--- config.mk ---
export PLATFORM = sky130hd
export DESIGN_NAME = alu_issue_stage
export DESIGN_NICKNAME = d
export VERILOG_FILES = /design/src/rtl/alu_pkg.sv /design/src/rtl/alu_cmd_fifo.sv /design/src/rtl/alu_issue_stage.sv
export SDC_FILE = /design/constraint.sdc
export NUM_CORES = 1
export LEC_CHECK = 0
export BUFFER_PORTS_ARGS = -buffer_cell sky130_fd_sc_hd__buf_2
export CAP_MARGIN = 20
export CORE_ASPECT_RATIO = 1.75
export CORE_MARGIN = 3
export CORE_UTILIZATION = 50
export DETAILED_ROUTE_END_ITERATION = 10
export PLACE_DENSITY = 0.87
export RECOVER_POWER = 25
export SYNTH_ARGS = -nofsm -noshare
export SYNTH_HDL_FRONTEND = slang
export SYNTH_SLANG_ARGS = --single-unit
--- constraint.sdc ---
create_clock -name clk -period 2.8 [get_ports clk]
set_input_delay 0.56 -clock clk [delete_from_list [all_inputs] [get_ports clk]]
set_output_delay 0.56 -clock clk [all_outputs]
set_load 0.005 [all_outputs]
--- src/rtl/alu_pkg.sv ---
// Shared definitions for the ALU issue stage: opcode encodings, flag bit positions
// and the opcode legality check.
package alu_pkg;

  localparam logic [2:0] ALU_ADD = 3'b000;
  localparam logic [2:0] ALU_SUB = 3'b001;
  localparam logic [2:0] ALU_AND = 3'b010;
  localparam logic [2:0] ALU_OR  = 3'b011;
  localparam logic [2:0] ALU_SLT = 3'b101;

  localparam int unsigned NumFlags = 4;
  localparam int unsigned FLAG_N   = 3;
  localparam int unsigned FLAG_Z   = 2;
  localparam int unsigned FLAG_C   = 1;
  localparam int unsigned FLAG_V   = 0;

  function automatic logic is_legal_op(input logic [2:0] op);
    logic legal;
    case (op)
      ALU_ADD, ALU_SUB, ALU_AND, ALU_OR, ALU_SLT: legal = 1'b1;
      default:                                    legal = 1'b0;
    endcase
    return legal;
  endfunction

endpackage

--- src/rtl/alu_cmd_fifo.sv ---
// Synchronous command FIFO for the ALU issue stage; head is the oldest entry,
// visible combinationally. Depth must be a power of two.
module alu_cmd_fifo #(
  parameter int unsigned Width = 8,
  parameter int unsigned Depth = 4
) (
  input  logic                     clk_i,
  input  logic                     rst_ni,
  input  logic                     push_i,
  input  logic [Width-1:0]         wdata_i,
  input  logic                     pop_i,
  output logic [Width-1:0]         head_o,
  output logic [$clog2(Depth):0]   count_o,
  output logic                     full_o,
  output logic                     empty_o
);

  localparam int unsigned PtrW = $clog2(Depth);
  localparam int unsigned CntW = PtrW + 1;

  logic [Width-1:0] mem_q [Depth];
  logic [PtrW-1:0]  wptr_q, wptr_d;
  logic [PtrW-1:0]  rptr_q, rptr_d;
  logic [CntW-1:0]  count_q, count_d;
  logic             push_en, pop_en;

  assign full_o  = (count_q == CntW'(Depth));
  assign empty_o = (count_q == '0);
  assign head_o  = mem_q[rptr_q];
  assign count_o = count_q;

  // Guard locally so a misbehaving caller cannot corrupt the pointers.
  assign push_en = push_i && !full_o;
  assign pop_en  = pop_i && !empty_o;

  always_comb begin
    wptr_d  = wptr_q;
    rptr_d  = rptr_q;
    count_d = count_q;
    if (push_en) wptr_d = wptr_q + PtrW'(1);
    if (pop_en)  rptr_d = rptr_q + PtrW'(1);
    case ({push_en, pop_en})
      2'b10:   count_d = count_q + CntW'(1);
      2'b01:   count_d = count_q - CntW'(1);
      default: count_d = count_q;
    endcase
  end

  always_ff @(posedge clk_i or negedge rst_ni) begin
    if (!rst_ni) begin
      wptr_q  <= '0;
      rptr_q  <= '0;
      count_q <= '0;
    end else begin
      wptr_q  <= wptr_d;
      rptr_q  <= rptr_d;
      count_q <= count_d;
    end
  end

  // Storage needs no reset: occupancy gates every read of stale entries.
  always_ff @(posedge clk_i) begin
    if (push_en) mem_q[wptr_q] <= wdata_i;
  end

endmodule

--- src/rtl/alu_issue_stage.sv ---
// Issue stage around the combinational ALU: buffers requests, feeds the ALU from the
// FIFO head and captures result/flags into a one-entry output register.
module alu_issue_stage
  import alu_pkg::*;
#(
  parameter int unsigned WIDTH = 32,
  parameter int unsigned DEPTH = 4
) (
  input  logic                     clk,
  input  logic                     rst_n,
  input  logic                     in_valid,
  output logic                     in_ready,
  input  logic [2:0]               in_op,
  input  logic [WIDTH-1:0]         in_a,
  input  logic [WIDTH-1:0]         in_b,
  output logic [WIDTH-1:0]         alu_a,
  output logic [WIDTH-1:0]         alu_b,
  output logic [2:0]               alu_control,
  input  logic [WIDTH-1:0]         alu_result,
  input  logic                     alu_overflow,
  input  logic                     alu_carry,
  input  logic                     alu_zero,
  input  logic                     alu_negative,
  output logic                     out_valid,
  input  logic                     out_ready,
  output logic [WIDTH-1:0]         out_result,
  output logic [3:0]               out_flags,
  output logic                     out_err,
  output logic [3:0]               sticky_flags,
  input  logic                     clr_sticky,
  output logic [$clog2(DEPTH):0]   count
);

  localparam int unsigned CmdW = 3 + 2 * WIDTH;

  logic [CmdW-1:0]  cmd_wdata, cmd_head;
  logic             cmd_full, cmd_empty;
  logic             push, pop;
  logic [2:0]       head_op;
  logic [WIDTH-1:0] head_a, head_b;
  logic             head_legal;
  logic [3:0]       alu_flags;

  logic             out_valid_q, out_valid_d;
  logic [WIDTH-1:0] out_result_q, out_result_d;
  logic [3:0]       out_flags_q, out_flags_d;
  logic             out_err_q, out_err_d;
  logic [3:0]       sticky_q, sticky_d;

  assign in_ready  = !cmd_full;
  assign push      = in_valid && in_ready;
  // The output register is free when empty or being drained this cycle.
  assign pop       = !cmd_empty && (!out_valid_q || out_ready);
  assign cmd_wdata = {in_op, in_a, in_b};

  alu_cmd_fifo #(
    .Width (CmdW),
    .Depth (DEPTH)
  ) u_cmd_fifo (
    .clk_i   (clk),
    .rst_ni  (rst_n),
    .push_i  (push),
    .wdata_i (cmd_wdata),
    .pop_i   (pop),
    .head_o  (cmd_head),
    .count_o (count),
    .full_o  (cmd_full),
    .empty_o (cmd_empty)
  );

  assign head_op    = cmd_head[CmdW-1 -: 3];
  assign head_a     = cmd_head[2*WIDTH-1 -: WIDTH];
  assign head_b     = cmd_head[WIDTH-1:0];
  assign head_legal = is_legal_op(head_op);

  always_comb begin
    alu_a       = '0;
    alu_b       = '0;
    alu_control = ALU_ADD;
    if (!cmd_empty) begin
      alu_a       = head_a;
      alu_b       = head_b;
      alu_control = head_op;
    end
  end

  always_comb begin
    alu_flags         = '0;
    alu_flags[FLAG_N] = alu_negative;
    alu_flags[FLAG_Z] = alu_zero;
    alu_flags[FLAG_C] = alu_carry;
    alu_flags[FLAG_V] = alu_overflow;
  end

  always_comb begin
    out_valid_d  = out_valid_q;
    out_result_d = out_result_q;
    out_flags_d  = out_flags_q;
    out_err_d    = out_err_q;
    sticky_d     = clr_sticky ? 4'b0000 : sticky_q;
    if (pop) begin
      out_valid_d = 1'b1;
      if (head_legal) begin
        out_result_d = alu_result;
        out_flags_d  = alu_flags;
        out_err_d    = 1'b0;
        sticky_d     = sticky_d | alu_flags;
      end else begin
        out_result_d = '0;
        out_flags_d  = 4'b0000;
        out_err_d    = 1'b1;
      end
    end else if (out_ready) begin
      // Consumed with nothing behind it; payload fields keep their last values.
      out_valid_d = 1'b0;
    end
  end

  always_ff @(posedge clk or negedge rst_n) begin
    if (!rst_n) begin
      out_valid_q  <= 1'b0;
      out_result_q <= '0;
      out_flags_q  <= 4'b0000;
      out_err_q    <= 1'b0;
      sticky_q     <= 4'b0000;
    end else begin
      out_valid_q  <= out_valid_d;
      out_result_q <= out_result_d;
      out_flags_q  <= out_flags_d;
      out_err_q    <= out_err_d;
      sticky_q     <= sticky_d;
    end
  end

  assign out_valid    = out_valid_q;
  assign out_result   = out_result_q;
  assign out_flags    = out_flags_q;
  assign out_err      = out_err_q;
  assign sticky_flags = sticky_q;

endmodule

==> results.sh <==
export IMPL_overflow=0
export IMPL_switching_power_mw=4.93
export IMPL_vias=6507
export IMPL_finalPower_mw=16.4
export IMPL_synth_seq_cells=317
export IMPL_synth_nets=755
export IMPL_cts_htree_levels=1
export IMPL_synth_cell_types=28
export IMPL_register_area_mm2=0.00928
export IMPL_drt_initial_drc_count=483
export IMPL_io_pins=221
export IMPL_cts_buffer_depth=3
export IMPL_drt_pass1_iter_count=4
export IMPL_synth_warnings=0
export IMPL_areaGrowthSynthToFinish_pct=21.5
export IMPL_drc_errors=0
export IMPL_reg2reg_from="u_cmd_fifo.rptr_q[0]"
export IMPL_finalSetupTns_ps=0
export IMPL_syn_area_mm2=0.0122
export IMPL_hp_class="in2async"
export IMPL_criticalPathCategory="reg2out"
export IMPL_cp_start_kind="flip-flop"
export IMPL_startpoint="u_cmd_fifo.rptr_q[0]"
export IMPL_grt_use_total_pct=19.5
export IMPL_start_util_pct=50.8
export IMPL_fp_dieW_um=124
export IMPL_grt_max_degree=45
export IMPL_io_buffers=220
export IMPL_drv_slew=0
export IMPL_path_max_fanout=11
export IMPL_ctsHoldBuffers=0
export IMPL_grt_pass1_wl_um=38400
export IMPL_antenna_found_initial=4
export IMPL_post_dp_hpwl_um=16100
export IMPL_power_share_clock_pct=24.1
export IMPL_multi_input_area_mm2=0.00272
export IMPL_p_sw_share_pct=30.0
export IMPL_reg2reg_slack_ps=580
export IMPL_end_kind="primary output"
export IMPL_reg2regPathDepth=6
export IMPL_worst_pin_slew_ps=976
export IMPL_nFillCells=1714
export IMPL_die_area_mm2=0.0264
export IMPL_final_hold_violation_count=0
export IMPL_required_ps=2240
export IMPL_period_share_pct=97.2
export IMPL_rows=75
export IMPL_core_area_mm2=0.0240
export IMPL_combPwrFrac_pct=35.3
export IMPL_die_h_um=213
export IMPL_path_clk_slew_ps=70
export IMPL_ant_nets=0
export IMPL_internal_power_mw=11.5
export IMPL_routed_wl_um=26200
export IMPL_seqPwrFrac_pct=40.6
export IMPL_cts_tree="built"
export IMPL_drive_gt1_share_pct=35.1
export IMPL_clk_latency_ps=540
export IMPL_rr_endpoint="out_result[30]"
export IMPL_avgSynthCellArea_um2=19.0
export IMPL_status="finished, final reports clean"
export IMPL_relSlewSlack_pct=34.9
export IMPL_cp_data_arrival_time_ps=2160
export IMPL_netlist_instances=641
export IMPL_ys_flop_type="edfxtp_1"
export IMPL_finalWeightedCongestion=0.690
export IMPL_rsz0062_at_grt="true"
export IMPL_cap_viol_max_count=0
export IMPL_clock_sinks=317
export IMPL_grt_pass1_vias=6675
export IMPL_peakVddDrop_mv=0.596
export IMPL_fin_worst_skew_ps=12.6
export IMPL_avgViaCountPerCell=5.36
export IMPL_finalSetupViolations=0
export IMPL_p_leak_nw=5.50
export IMPL_p_per_area_mw_per_mm2=1110
export IMPL_nNetsFinal=998
export IMPL_cp_endpoint="alu_b[15]"
export IMPL_synth_edff_count=268
export IMPL_ys_async_sr_fraction_pct=15.5
export IMPL_max_freq_mhz=367
export IMPL_cts_made_buffers=28
export IMPL_wire_per_inst_um=21.6
export IMPL_yosysSeqAreaShare_pct=76.0
export IMPL_root_buffer="clkbuf_16"
export IMPL_fin_crit_ps=2720
cell usage in the layout, fill, tap and decap left out, types with 3 or more instances in the layout:
cell / instances
diode_2: 3
nand2_1: 75
clkinv_1: 3
o21ai_1: 16
xnor2_1: 4
dfrtp_1: 47
o21ai_0: 21
and3_4: 4
edfxtp_1: 268
inv_1: 11
buf_2: 169
buf_12: 7
buf_4: 15
clkinv_2: 5
mux4_2: 66
mux2_2: 3
and2b_1: 19
ha_1: 5
nor2b_1: 47
o22ai_1: 4
clkbuf_16: 33
bufinv_16: 5
clkbuf_1: 55
metal layers:
layer  up-vias  global-route usage, %  routed length (um)
met5         -                      0                  35
met4         4                   7.11                 719
met3        47                   3.38                1640
met2       242                   35.2               14200
met1      3283                   23.3                9600
li1       2931                      -                   -
cell usage after synthesis, types with 2 or more instances:
library cell  number  area share (%)
edfxtp_1         268              66
nand2_1           75             2.3
mux4_2            66              12
dfrtp_1           49              10
nor2b_1           47             2.4
o21ai_0           21            0.86
and2b_1           19             1.2
o21ai_1           16            0.66
buf_2             13            0.53
clkbuf_1          12            0.37
inv_1             11            0.34
buf_4              8            0.49
ha_1               5            0.51
and3_1             4            0.21
o22ai_1            4            0.21
xnor2_1            4            0.29
mux2_2             3            0.28
buf_6              2            0.18
mux2i_1            2            0.16
nand2b_1           2            0.10
nor2_1             2           0.062
xor2_1             2            0.14
critical path, cell delays in order, from the launching register on:
cell and delay, ps:
dfrtp_4 460, buf_4 140, buf_16 160, mux4_2 550, nor2b_1 160, buf_2 150
power by group through the flow:
stage                     Clock, mW  Sequential (mW)  Combinational [mW]
after floorplan                   0             6.72                3.37
after global placement            0             6.74                5.43
after detailed placement          0             6.81                5.55
after CTS                      4.05             6.72                5.61
after global routing           4.26             6.76                6.35
final                          3.96             6.67                5.79
metrics by stage:
step	instances	worst slack (ps)	hold WS (ps)	cell area (um^2)	util [%]
after floorplan	641	95.6	264	12200	-
after global placement	1152	526	456	13800	57.3
after detailed placement	1152	497	467	13800	57.3
after CTS	1201	-34.3	171	14700	61.3
after global routing	1213	-19.0	223	14800	61.7
final	1214	78.3	179	14800	61.7
registers in the layout (all words and copies together), names as in the netlist:
signal and count:
u_cmd_fifo.wptr_q 2, u_cmd_fifo.mem_q 268, out_err 1, u_cmd_fifo.count_o 3
out_flags 4, out_valid 1, u_cmd_fifo.rptr_q 2, sticky_flags 4
out_result 32
final cells by class:
type	count	area share, %
sequential	317	62.6
multi-input combinational	278	18.3
timing repair buffer	248	9.75
clock buffer	33	5.00
tap	308	2.60
clock inverter	16	1.39
inverter	11	0.279
antenna	3	0.0506
worst min path at each step:
stage          cells after the start              to
3_5_place_dp                       2  out_result[26]
6_report                           1  out_result[24]
3_3_place_gp                       2  out_result[29]
4_1_cts                            1  out_result[24]
2_1_floorplan                      0         out_err
5_1_grt                            3  out_result[24]
cells by family after synthesis:
logic type | count (synthesis) | synth area share (%)
XOR/XNOR | 6 | 0.431
adder cells (fa/ha/maj) | 6 | 0.677
AO/OA/AOI/OAI | 41 | 1.72
flip-flops | 317 | 76.0
buffers and inverters | 46 | 1.92
AND/OR/NAND/NOR | 154 | 6.60
multiplexers | 71 | 12.6
repair_timing:
item | in CTS | in global routing
resized for setup | 1 | 1
cloned | 0 | 4
buffers inserted | 0 | 6
hold endpoints to repair | 0 | 0
setup endpoints to repair | 16 | 44
No activity file was read; power rests on OpenSTA's default activity.
